## src/rtl/ti_link_pkg.sv

```systemverilog
// Shared definitions for the TI link responder: command codes, state
// encodings and small decode helpers.
package ti_link_pkg;

   localparam logic [7:0] CMD_VAR = 8'h06;
   localparam logic [7:0] CMD_XDP = 8'h15;
   localparam logic [7:0] CMD_SKE = 8'h36;
   localparam logic [7:0] CMD_DEL = 8'h88;
   localparam logic [7:0] CMD_REQ = 8'hA2;
   localparam logic [7:0] CMD_RTS = 8'hC9;
   localparam logic [7:0] CMD_ACK = 8'h56;
   localparam logic [7:0] CMD_ERR = 8'h5A;

   typedef enum logic [2:0] {
      S_MID, S_CMD, S_LEN0, S_LEN1, S_DATA, S_CK0, S_CK1, S_REPLY
   } state_t;

   typedef enum logic [1:0] {
      R_IDLE, R_WAIT, R_REQ
   } snd_state_t;

   // Commands that carry a data section followed by a checksum.
   function automatic logic has_data(input logic [7:0] cmd);
      logic r;
      case (cmd)
         CMD_VAR, CMD_XDP, CMD_SKE, CMD_DEL, CMD_REQ, CMD_RTS: r = 1'b1;
         default:                                              r = 1'b0;
      endcase
      return r;
   endfunction

   // Reply packet byte idx: mid, ACK/ERR, then a zero length.
   function automatic logic [7:0] reply_byte(input logic [1:0] idx,
                                             input logic       is_err,
                                             input logic [7:0] mid);
      logic [7:0] r;
      case (idx)
         2'd0:    r = mid;
         2'd1:    r = is_err ? CMD_ERR : CMD_ACK;
         default: r = 8'h00;
      endcase
      return r;
   endfunction

endpackage

```

## src/rtl/ti_reply_sender.sv

```systemverilog
// Sends a 4-byte ACK/ERR reply over the four-phase dbus tx handshake.
module ti_reply_sender
   import ti_link_pkg::*;
#(
   parameter logic [7:0] c_REPLYMID = 8'h23
) (
   input  logic       i_clock,
   input  logic       i_reset_n,
   input  logic       i_start,
   input  logic       i_is_err,
   input  logic       i_txbusy,
   output logic [7:0] o_txdata,
   output logic       o_txenable,
   output logic       o_done
);

   snd_state_t state, state_nxt;
   logic [1:0] idx;
   logic       is_err;

   // Next state: wait for an idle transmitter, request, wait for it to take the byte.
   always_comb begin
      state_nxt = state;
      o_done    = 1'b0;
      case (state)
         R_IDLE: if (i_start)   state_nxt = R_WAIT;
         R_WAIT: if (!i_txbusy) state_nxt = R_REQ;
         R_REQ:  if (i_txbusy) begin
            if (idx == 2'd3) begin
               o_done    = 1'b1;
               state_nxt = R_IDLE;
            end else begin
               state_nxt = R_WAIT;
            end
         end
         default: state_nxt = R_IDLE;
      endcase
   end

   // State, byte index and reply kind.
   always_ff @(posedge i_clock or negedge i_reset_n) begin
      if (!i_reset_n) begin
         state  <= R_IDLE;
         idx    <= 2'd0;
         is_err <= 1'b0;
      end else begin
         state <= state_nxt;
         if (state == R_IDLE && i_start) begin
            idx    <= 2'd0;
            is_err <= i_is_err;
         end else if (state == R_REQ && i_txbusy) begin
            idx <= idx + 2'd1;
         end
      end
   end

   assign o_txenable = (state == R_REQ);
   assign o_txdata   = (state == R_REQ) ? reply_byte(idx, is_err, c_REPLYMID) : 8'h00;

endmodule

```

## src/rtl/ti_link_responder.sv

```systemverilog
// TI link packet responder: parses rx packets, forwards payload,
// checks the checksum and answers with ACK/ERR replies.
module ti_link_responder
   import ti_link_pkg::*;
#(
   parameter logic [15:0] c_MAXLEN   = 16'd1024,
   parameter logic [7:0]  c_REPLYMID = 8'h23,
   parameter logic [23:0] c_TIMEOUT  = 24'd4000000
) (
   input  logic        i_clock,
   input  logic        i_reset_n,
   input  logic        i_avail,
   input  logic [7:0]  i_data,
   output logic        o_read,
   output logic [7:0]  o_txdata,
   output logic        o_txenable,
   input  logic        i_txbusy,
   output logic        o_pvalid,
   output logic [7:0]  o_pdata,
   output logic [7:0]  o_mid,
   output logic [7:0]  o_cmd,
   output logic [15:0] o_len,
   output logic        o_done,
   output logic        o_err,
   output logic        o_abort,
   output logic        o_busy
);

   state_t      state, state_nxt;
   logic [15:0] cnt, acc;
   logic [7:0]  ck_lo;
   logic [23:0] tcnt;
   logic        reply_start, reply_err, reply_done;
   logic        rx_take, counting, tc_hit, oversize;
   logic        pvalid_nxt, done_nxt, err_nxt, start_nxt, rerr_nxt;

   // Bytes are not taken while replying; a byte arrival beats the timeout.
   assign rx_take  = i_avail && !o_read && (state != S_REPLY);
   assign counting = (state != S_MID) && (state != S_REPLY);
   assign tc_hit   = counting && !rx_take && (tcnt == c_TIMEOUT - 24'd1);
   assign oversize = (o_len > c_MAXLEN);
   assign o_busy   = (state != S_MID);

   // Packet parser next state and one-cycle event decode.
   always_comb begin
      state_nxt  = state;
      pvalid_nxt = 1'b0;
      done_nxt   = 1'b0;
      err_nxt    = 1'b0;
      start_nxt  = 1'b0;
      rerr_nxt   = 1'b0;
      if (tc_hit) begin
         state_nxt = S_MID;
      end else if (rx_take) begin
         case (state)
            S_MID:  state_nxt = S_CMD;
            S_CMD:  state_nxt = S_LEN0;
            S_LEN0: state_nxt = S_LEN1;
            S_LEN1: begin
               if (has_data(o_cmd)) begin
                  state_nxt = ({i_data, o_len[7:0]} == 16'd0) ? S_CK0 : S_DATA;
               end else begin
                  done_nxt = 1'b1;
                  if (o_cmd == CMD_ACK || o_cmd == CMD_ERR) begin
                     state_nxt = S_MID;
                  end else begin
                     state_nxt = S_REPLY;
                     start_nxt = 1'b1;
                  end
               end
            end
            S_DATA: begin
               pvalid_nxt = !oversize;
               if (cnt + 16'd1 == o_len) state_nxt = S_CK0;
            end
            S_CK0:  state_nxt = S_CK1;
            S_CK1: begin
               if (({i_data, ck_lo} == acc) && !oversize) done_nxt = 1'b1;
               else                                       err_nxt  = 1'b1;
               rerr_nxt  = !(({i_data, ck_lo} == acc) && !oversize);
               start_nxt = 1'b1;
               state_nxt = S_REPLY;
            end
            default: ;
         endcase
      end else if (state == S_REPLY && reply_done) begin
         state_nxt = S_MID;
      end
   end

   // Parser state, rx handshake, header fields, payload and checksum datapath.
   always_ff @(posedge i_clock or negedge i_reset_n) begin
      if (!i_reset_n) begin
         state       <= S_MID;
         o_read      <= 1'b0;
         o_pvalid    <= 1'b0;
         o_pdata     <= 8'h00;
         o_mid       <= 8'h00;
         o_cmd       <= 8'h00;
         o_len       <= 16'h0000;
         o_done      <= 1'b0;
         o_err       <= 1'b0;
         o_abort     <= 1'b0;
         cnt         <= 16'h0000;
         acc         <= 16'h0000;
         ck_lo       <= 8'h00;
         tcnt        <= 24'd0;
         reply_start <= 1'b0;
         reply_err   <= 1'b0;
      end else begin
         state       <= state_nxt;
         o_pvalid    <= pvalid_nxt;
         o_done      <= done_nxt;
         o_err       <= err_nxt;
         o_abort     <= tc_hit;
         reply_start <= start_nxt;
         if (start_nxt) reply_err <= rerr_nxt;

         if (rx_take)       o_read <= 1'b1;
         else if (!i_avail) o_read <= 1'b0;

         if (rx_take || tc_hit || !counting) tcnt <= 24'd0;
         else                                tcnt <= tcnt + 24'd1;

         if (tc_hit) acc <= 16'h0000;

         if (rx_take) begin
            case (state)
               S_MID: begin
                  o_mid <= i_data;
                  acc   <= 16'h0000;
                  cnt   <= 16'h0000;
               end
               S_CMD:  o_cmd <= i_data;
               S_LEN0: o_len <= {8'h00, i_data};
               S_LEN1: o_len[15:8] <= i_data;
               S_DATA: begin
                  o_pdata <= i_data;
                  acc     <= acc + {8'h00, i_data};
                  cnt     <= cnt + 16'd1;
               end
               S_CK0:  ck_lo <= i_data;
               default: ;
            endcase
         end
      end
   end

   ti_reply_sender #(.c_REPLYMID(c_REPLYMID)) u_reply (
      .i_clock    (i_clock),
      .i_reset_n  (i_reset_n),
      .i_start    (reply_start),
      .i_is_err   (reply_err),
      .i_txbusy   (i_txbusy),
      .o_txdata   (o_txdata),
      .o_txenable (o_txenable),
      .o_done     (reply_done)
   );

endmodule

```

## config.mk

```make
export PLATFORM = sky130hd
export DESIGN_NAME = ti_link_responder
export DESIGN_NICKNAME = d
export VERILOG_FILES = /design/src/rtl/ti_link_pkg.sv /design/src/rtl/ti_reply_sender.sv /design/src/rtl/ti_link_responder.sv
export SDC_FILE = /design/constraint.sdc
export NUM_CORES = 1
export LEC_CHECK = 0
export ABC_AREA = 1
export CAP_MARGIN = 20
export CORE_MARGIN = 8
export CORE_UTILIZATION = 58
export DETAILED_ROUTE_END_ITERATION = 6
export DONT_BUFFER_PORTS = 1
export PLACE_DENSITY = 0.78
export SLEW_MARGIN = 20
export SYNTH_ARGS = -nofsm -noshare
export SYNTH_HDL_FRONTEND = slang
export SYNTH_SLANG_ARGS = --single-unit
```

## constraint.sdc

```tcl
create_clock -name i_clock -period 1.85 [get_ports i_clock]
set_input_delay 0.185 -clock i_clock [delete_from_list [all_inputs] [get_ports i_clock]]
set_output_delay 0.185 -clock i_clock [all_outputs]
set_load 0.005 [all_outputs]
```

==> results of run 1 <==
[power by group]
| group | leakage, nW | total, W | switching, W | internal, W |
|---|---|---|---|---|
| registers | 1.57 | 0.00387 | 0.000712 | 0.00316 |
| clock network | 0.275 | 0.00321 | 0.00120 | 0.00201 |
| logic | 2.05 | 0.00261 | 0.00159 | 0.00102 |
| total | 3.90 | 0.00969 | 0.00350 | 0.00619 |
[critical path, cell delays in order (launching register included)]
cell,delay (ns)
dfrtp_1,0.42
ha_4,0.19
nand3_4,0.10
nor2_4,0.16
nand2_4,0.10
nor4_4,0.35
nand2_4,0.16
nor2_4,0.18
buf_4,0.12
buf_4,0.09
nor2_1,0.05
nor3_2,0.12
[path summary, 6_finish.rpt]
check,from,end,slack (ns),depth (start not counted)
worst max-delay path,tcnt[1],tcnt[18],-0.28,11
worst min-delay path,i_reset_n,acc[3],-0.55,0
worst max register to register,tcnt[1],tcnt[18],-0.28,11
worst min register to register,reply_start,u_reply.idx[1],0.47,1
max in group asynchronous,i_reset_n,acc[15],2.20,0
min in group i_clock,i_data[0],acc[0],0.03,2
[cell type report]
class / count / area, um2
clock buffers: 25 / 505
clock inverters: 7 / 67.6
fillers: 692 / 2840
inverters: 113 / 432
multi-input cells: 585 / 3510
flip-flops and latches: 119 / 2990
well taps: 143 / 179
repair buffers: 86 / 758
[state kept, by name, indices dropped and copies added (netlist names)]
register / flops
acc: 16
ck_lo: 8
cnt: 16
o_abort: 1
o_cmd: 8
o_done: 1
o_err: 1
o_len: 16
o_mid: 8
o_pdata: 8
o_pvalid: 1
o_read: 1
reply_err: 1
reply_start: 1
state: 3
tcnt: 24
u_reply.idx: 2
u_reply.is_err: 1
u_reply.state: 2
[cell usage after synthesis (3+ instances only)]
cell type / count / area share [%]
a21oi_1: 47 / 3.6
buf_2: 9 / 0.68
buf_4: 5 / 0.57
clkbuf_1: 3 / 0.17
dfrtp_1: 119 / 45
ha_1: 14 / 2.7
inv_1: 105 / 6.0
inv_2: 8 / 0.46
nand2_1: 172 / 9.8
nand2_2: 10 / 0.95
nand3_1: 60 / 4.6
nand4_1: 22 / 2.1
nor2_1: 86 / 4.9
nor2_2: 12 / 1.1
nor2_4: 3 / 0.51
nor3_1: 14 / 1.1
nor3_2: 6 / 0.91
nor4_1: 8 / 0.76
o21a_1: 3 / 0.34
o21ai_0: 42 / 3.2
o21ai_1: 12 / 0.91
o22ai_1: 22 / 2.1
xnor2_1: 16 / 2.1
xor2_1: 10 / 1.3
[logic make-up after synthesis]
| family | synth area share (%) |
|---|---|
| AND/OR/NAND/NOR | 28.4 |
| flip-flops | 45.2 |
| adder cells (fa/ha/maj) | 2.96 |
| AO/OA/AOI/OAI | 11.6 |
| other | 0.0569 |
| buffers and inverters | 7.92 |
| XOR/XNOR | 3.80 |
[per-layer routing]
| metal | wire [um] | part of all wire, % |
|---|---|---|
| met4 | 1100 | 5.2 |
| met5 | 0 | 0 |
| met1 | 7750 | 37 |
| met2 | 10300 | 49 |
| met3 | 1930 | 9.1 |
[metrics by stage]
| step | total power (W) | util, % | std cells | setup slack, ns | TNS [ns] |
|---|---|---|---|---|---|
| floorplan | 0.00516 | - | 835 | -0.00954 | -0.00954 |
| global placement | 0.00588 | 62.5 | 1005 | -0.0579 | -0.230 |
| detailed placement | 0.00603 | 62.5 | 1005 | -0.153 | -1.13 |
| CTS | 0.00933 | 70.7 | 1062 | -0.0286 | -0.119 |
| global route | 0.0101 | 74.8 | 1078 | -0.369 | -6.24 |
| finish | 0.00969 | 74.8 | 1078 | -0.281 | -2.97 |
[timing repair]
| item | 4_1_cts | 5_1_grt |
|---|---|---|
| hold endpoints to repair | 132 | 119 |
| setup buffers | 15 | 16 |
| setup endpoints to repair | 27 | 94 |
| pin swaps | 17 | 46 |
| resized for setup | 35 | 91 |
==> metrics.txt, run 1 <==
status=complete, but fails checks; failing checks=negative hold slack, negative setup slack; worst vdd ir=1.06 mV; Die W=123 um; Setup CP Type=register to register; Synthesis Warnings=0; drt total wl=21.1 mm; most frequent cells in the layout=nand2_1 (156), dfrtp_1 (113), inv_1 (103); ant diodes=0; routed vias=6,576; Rel. slew slack=66.4%; Num CTS Buffers=17; RSZ-0062 raised after global routing=true; Final Cell Area=roughly 0.0084 mm2; met2 usage=42.6%; remaining antenna violation count=0; Buffers on Ports=0; CTS tree=built; CTS sink cnt=119; layer with the highest usage=met2; wire per inst=19.6 um; first-pass GRT wire length=31.1 mm; hold slack=-0.553 ns; Post-Syn Instances=835; endpoints failing setup=33; CP Data Required Time=2.20 ns; Overflow after GRT=0; Cell Area, Synth=about 0.0066 mm2; async set or reset register ratio after synthesis=100%; crit end category=register; Mean Syn Cell Area=7.89 um2; Slew Viols, Final=0; RePlAce Congestion=~0.96; fmax=0.469 GHz; post-DP HPWL=12.9 mm; die area=0.0150 mm2; hold buffers post-CTS=10; commonest non-fill, non-tap cell in the layout=nand2_1; Clock H-tree levels=4; Post-synth EDFFs=0; syn_nets=862; # rows=39; CTS Buffer Depth=2; final worst-path cycle share=115%; DRC Markers=0; grt met1 use=32.4%; via/cell ratio=6.10; Synth Flop Type=dfrtp_1; FF+latch count, synth=119; GRT Resource Usage Total=between 20% and 30%; CTS Root Buffer Type=clkbuf_16; Fin. Hold Viols=119; Layout area overhead=28.1%; clk_lat worst skew=~0.44 ns; Setup crit start kind=register; nets@finish=between 900 and 1,000; clock slew at reported path FFs=0.05 ns; Post-DP Area=between 0.007 and 0.008 mm2; largest net degree at the start of global routing=120; Cell Pwr Density=1150 mW/mm2; crit path DAT=roughly 2.5 ns; Final Skew=~0.0088 ns; initial antenna violation count=0; final setup margin=-0.281 ns; max-cap violation count=0; initial cell density of the core=58.4%; Core Region=between 0.01 and 0.015 mm2; Synth cell types=46; DR iter-0 viols=around 800; number of global-route vias before repair=6,144; First-pass DRT Iterations=6; CP Max Fanout=6; worst min-delay path class=input port to async pin; M3 GR Usage=6.44%; Period minus WS final=2.13 ns; Top Ports=67; Die H=123 um; Worst-Margin Slew=0.500 ns; LEAKAGE=between 3 and 4 nW; share of the yosys chip area belonging to registers=a little under half; layout cell share with drive strength beyond 1=24.9%
Note: power is estimated with default switching activity, not from simulation.
==> run 2: changes to the inputs <==
--- a/config.mk
+++ b/config.mk
@@ -5,7 +5,6 @@
 export SDC_FILE = /design/constraint.sdc
 export NUM_CORES = 1
 export LEC_CHECK = 0
-export ABC_AREA = 1
 export CAP_MARGIN = 20
 export CORE_MARGIN = 8
 export CORE_UTILIZATION = 58
==> run 2 against run 1 <==
Compared with the run above: the run still ends with negative hold slack, negative setup slack left; clock skew hardly changed; combinational power grew to 2.6 times the previous value; final cell count is 8.4% lower; sequential share of layout area is 2.9 points lower; first-iteration DRC count is 23% higher; via count is 2.3% higher; critical path depth is 5 lower; largest power group is now combinational logic.
==> metrics.txt, run 2 <==
CTS Root Buffer Type=clkbuf_16; Overflow after GRT=0; Synthesis Warnings=0; Fin. Hold Viols=around 120; Setup crit start kind=register; die area=0.0154 mm2; reg2reg setup slack=-0.47 ns; Mean Syn Cell Area=9.74 um2; most common cell in the synthesized netlist=dfrtp_1; drt total wl=25.2 mm; DRC Markers=0; CTS tree=built; Synth top area share=44.1%; async set or reset register ratio after synthesis=100%; worst vdd ir=1.14 mV; First-pass DRT Iterations=7; crit end category=register; Reg-to-Reg End=acc[15]; endpoints failing setup=55; remaining antenna violation count=0; crit path DAT=2.61 ns; max-cap violation count=0; FF+latch count, synth=between 100 and 150; CP Data Required Time=2.14 ns; RePlAce Congestion=0.961; filler instances=592; Synth cell types=80; LEAKAGE=3.96 nW; clock slew at reported path FFs=0.06 ns; failing checks=negative hold slack, negative setup slack; syn_nets=721; CTS sink cnt=~120; Top reg by flops=tcnt; routed vias=6,724; layout cell share with drive strength beyond 1=between 30% and 40%; most frequent cells in the layout=buf_4 (141), dfrtp_1 (114), nand2_1 (92); RSZ-0062 raised after global routing=true; via/cell ratio=6.81; initial cell density of the core=59.2%; Worst-Margin Slew=0.581 ns; met2 usage=44.2%; Final Cell Area=0.00919 mm2; Setup CP Type=register to register; largest net degree at the start of global routing=120; Clock H-tree levels=4; Final Skew=0.00850 ns; FF-to-FF Start=acc[3]; initial antenna violation count=1; grt met1 use=a little under a third; M3 GR Usage=10.8%; Post-Syn Instances=694; CP Max Fanout=4; Die H=about 120 um; commonest non-fill, non-tap cell in the layout=buf_4; Cell Pwr Density=1590 mW/mm2; Num CTS Buffers=17; Rel. slew slack=61.2%; Post-synth EDFFs=0; final setup margin=-0.470 ns; ant diodes=0; final worst-path cycle share=125%; wire per inst=between 20 and 30 um; Synth Flop Type=dfrtp_1; share of the yosys chip area belonging to registers=~44%; # rows=39; Core Region=0.0114 mm2; nets@finish=858; post-DP HPWL=between 10 and 15 mm; Top Ports=between 60 and 70; Post-DP Area=0.00759 mm2; Worst Reg-to-Reg Cells=6; worst min-delay path class=input port to async pin; fmax=0.431 GHz; number of global-route vias before repair=6,215; Die W=124 um; GRT Resource Usage Total=27.5%; max reg flops=24; Cell Area, Synth=0.00676 mm2; hold slack=-0.553 ns; DR iter-0 viols=978; Power, Total=0.0146 W; Buffers on Ports=0; CTS Buffer Depth=2; clk_lat worst skew=0.43 ns; first-pass GRT wire length=32.6 mm; Slew Viols, Final=0; layer with the highest usage=met2; Synth area leaders=dfrtp_1 (44%), xnor2_1 (6.1%), nand2_1 (5.2%); cell taking the most area after synthesis=dfrtp_1; status=complete, but fails checks; most frequent cells after synthesis=dfrtp_1 (119), nand2_1 (94), nor2_1 (47), xnor2_1 (47), o21ai_0 (45); Period minus WS final=2.32 ns; Layout area overhead=36.1%
-- run 2: cell count changes after synthesis, moves of 10 or more --
cell / delta
nand3_1: -34
nand2_2: -10
clkbuf_1: +11
mux2_2: +25
nand2_1: -78
a21oi_1: -29
nor2_1: -39
inv_1: -89
o22ai_1: -20
o21ai_1: -10
xnor2_1: +31
-- run 2: how the worst max path moves through the flow --
| stage | from | slack [ns] | endpoint |
|---|---|---|---|
| after global routing | acc[0] | -0.67 | acc[15] |
| final | acc[3] | -0.47 | acc[15] |
| after floorplan | acc[0] | -0.07 | acc[10] |
| after global placement | cnt[0] | -0.08 | state[0] |
| after detailed placement | acc[0] | -0.16 | acc[10] |
| after CTS | acc[0] | -0.18 | acc[12] |
-- run 2: through the flow --
step | setup WS (ns) | hold slack, ns | utilization, % | TNS [ns] | cells
6_report | -0.470 | -0.553 | 80.5 | -5.93 | 987
5_1_grt | -0.666 | -0.568 | 80.5 | -8.70 | 987
4_1_cts | -0.180 | -0.549 | 74.3 | -0.803 | 960
3_5_place_dp | -0.162 | -0.104 | 66.5 | -1.59 | 909
3_3_place_gp | -0.0780 | -0.105 | 66.5 | -0.370 | 909
2_1_floorplan | -0.0710 | -0.111 | - | -0.139 | 694
-- run 2: layout make-up --
| class | instances | area [um2] | share of cell area (%) |
|---|---|---|---|
| clock buffers | 18 | 439 | 4.78 |
| flip-flops and latches | 119 | 2980 | 32.5 |
| repair buffers | 163 | 1340 | 14.5 |
| clock inverters | 14 | 174 | 1.89 |
| well taps | 143 | 179 | 1.95 |
| multi-input cells | 514 | 4020 | 43.7 |
| inverters | 16 | 60.1 | 0.653 |
-- run 2: critical path: stages, from the launching register on --
cell	delay, ns
dfrtp_1	0.43
ha_1	0.40
inv_1	0.14
o211a_4	0.31
o31a_1	0.41
o211ai_1	0.37
nand2_1	0.12
-- run 2: timing repair --
action | 4_1_cts | 5_1_grt
gates cloned | 0 | 3
endpoints found under the setup margin | 39 | 57
hold buffers | 10 | 2
gates resized for setup | 28 | 100
pin swaps | 23 | 52
endpoints found under the hold margin | 170 | 129
buffers inserted | 9 | 22
-- run 2: cell families after synthesis --
| logic type | Yosys count | synth area share (%) |
|---|---|---|
| xor+xnor | 66 | 8.56 |
| fa+ha+maj | 15 | 2.89 |
| flops | 119 | 44.1 |
| compound gates | 127 | 12.6 |
| other cells | 1 | 0.0555 |
| simple gates | 271 | 21.2 |
| buf+inv | 61 | 4.94 |
| mux | 34 | 5.63 |
-- run 2: per-layer routing --
| layer | up-vias | part of all wire, % |
|---|---|---|
| met1 | 3269 | 35 |
| met4 | 2 | 7.0 |
| met2 | 548 | 45 |
| li1 | 2714 | - |
| met3 | 191 | 13 |
| met5 | - | 0.048 |
-- run 2: where the power goes --
group / internal [W] / switching, W
combinational: 0.00306 / 0.00361
clock: 0.00216 / 0.00137
sequential: 0.00346 / 0.000985
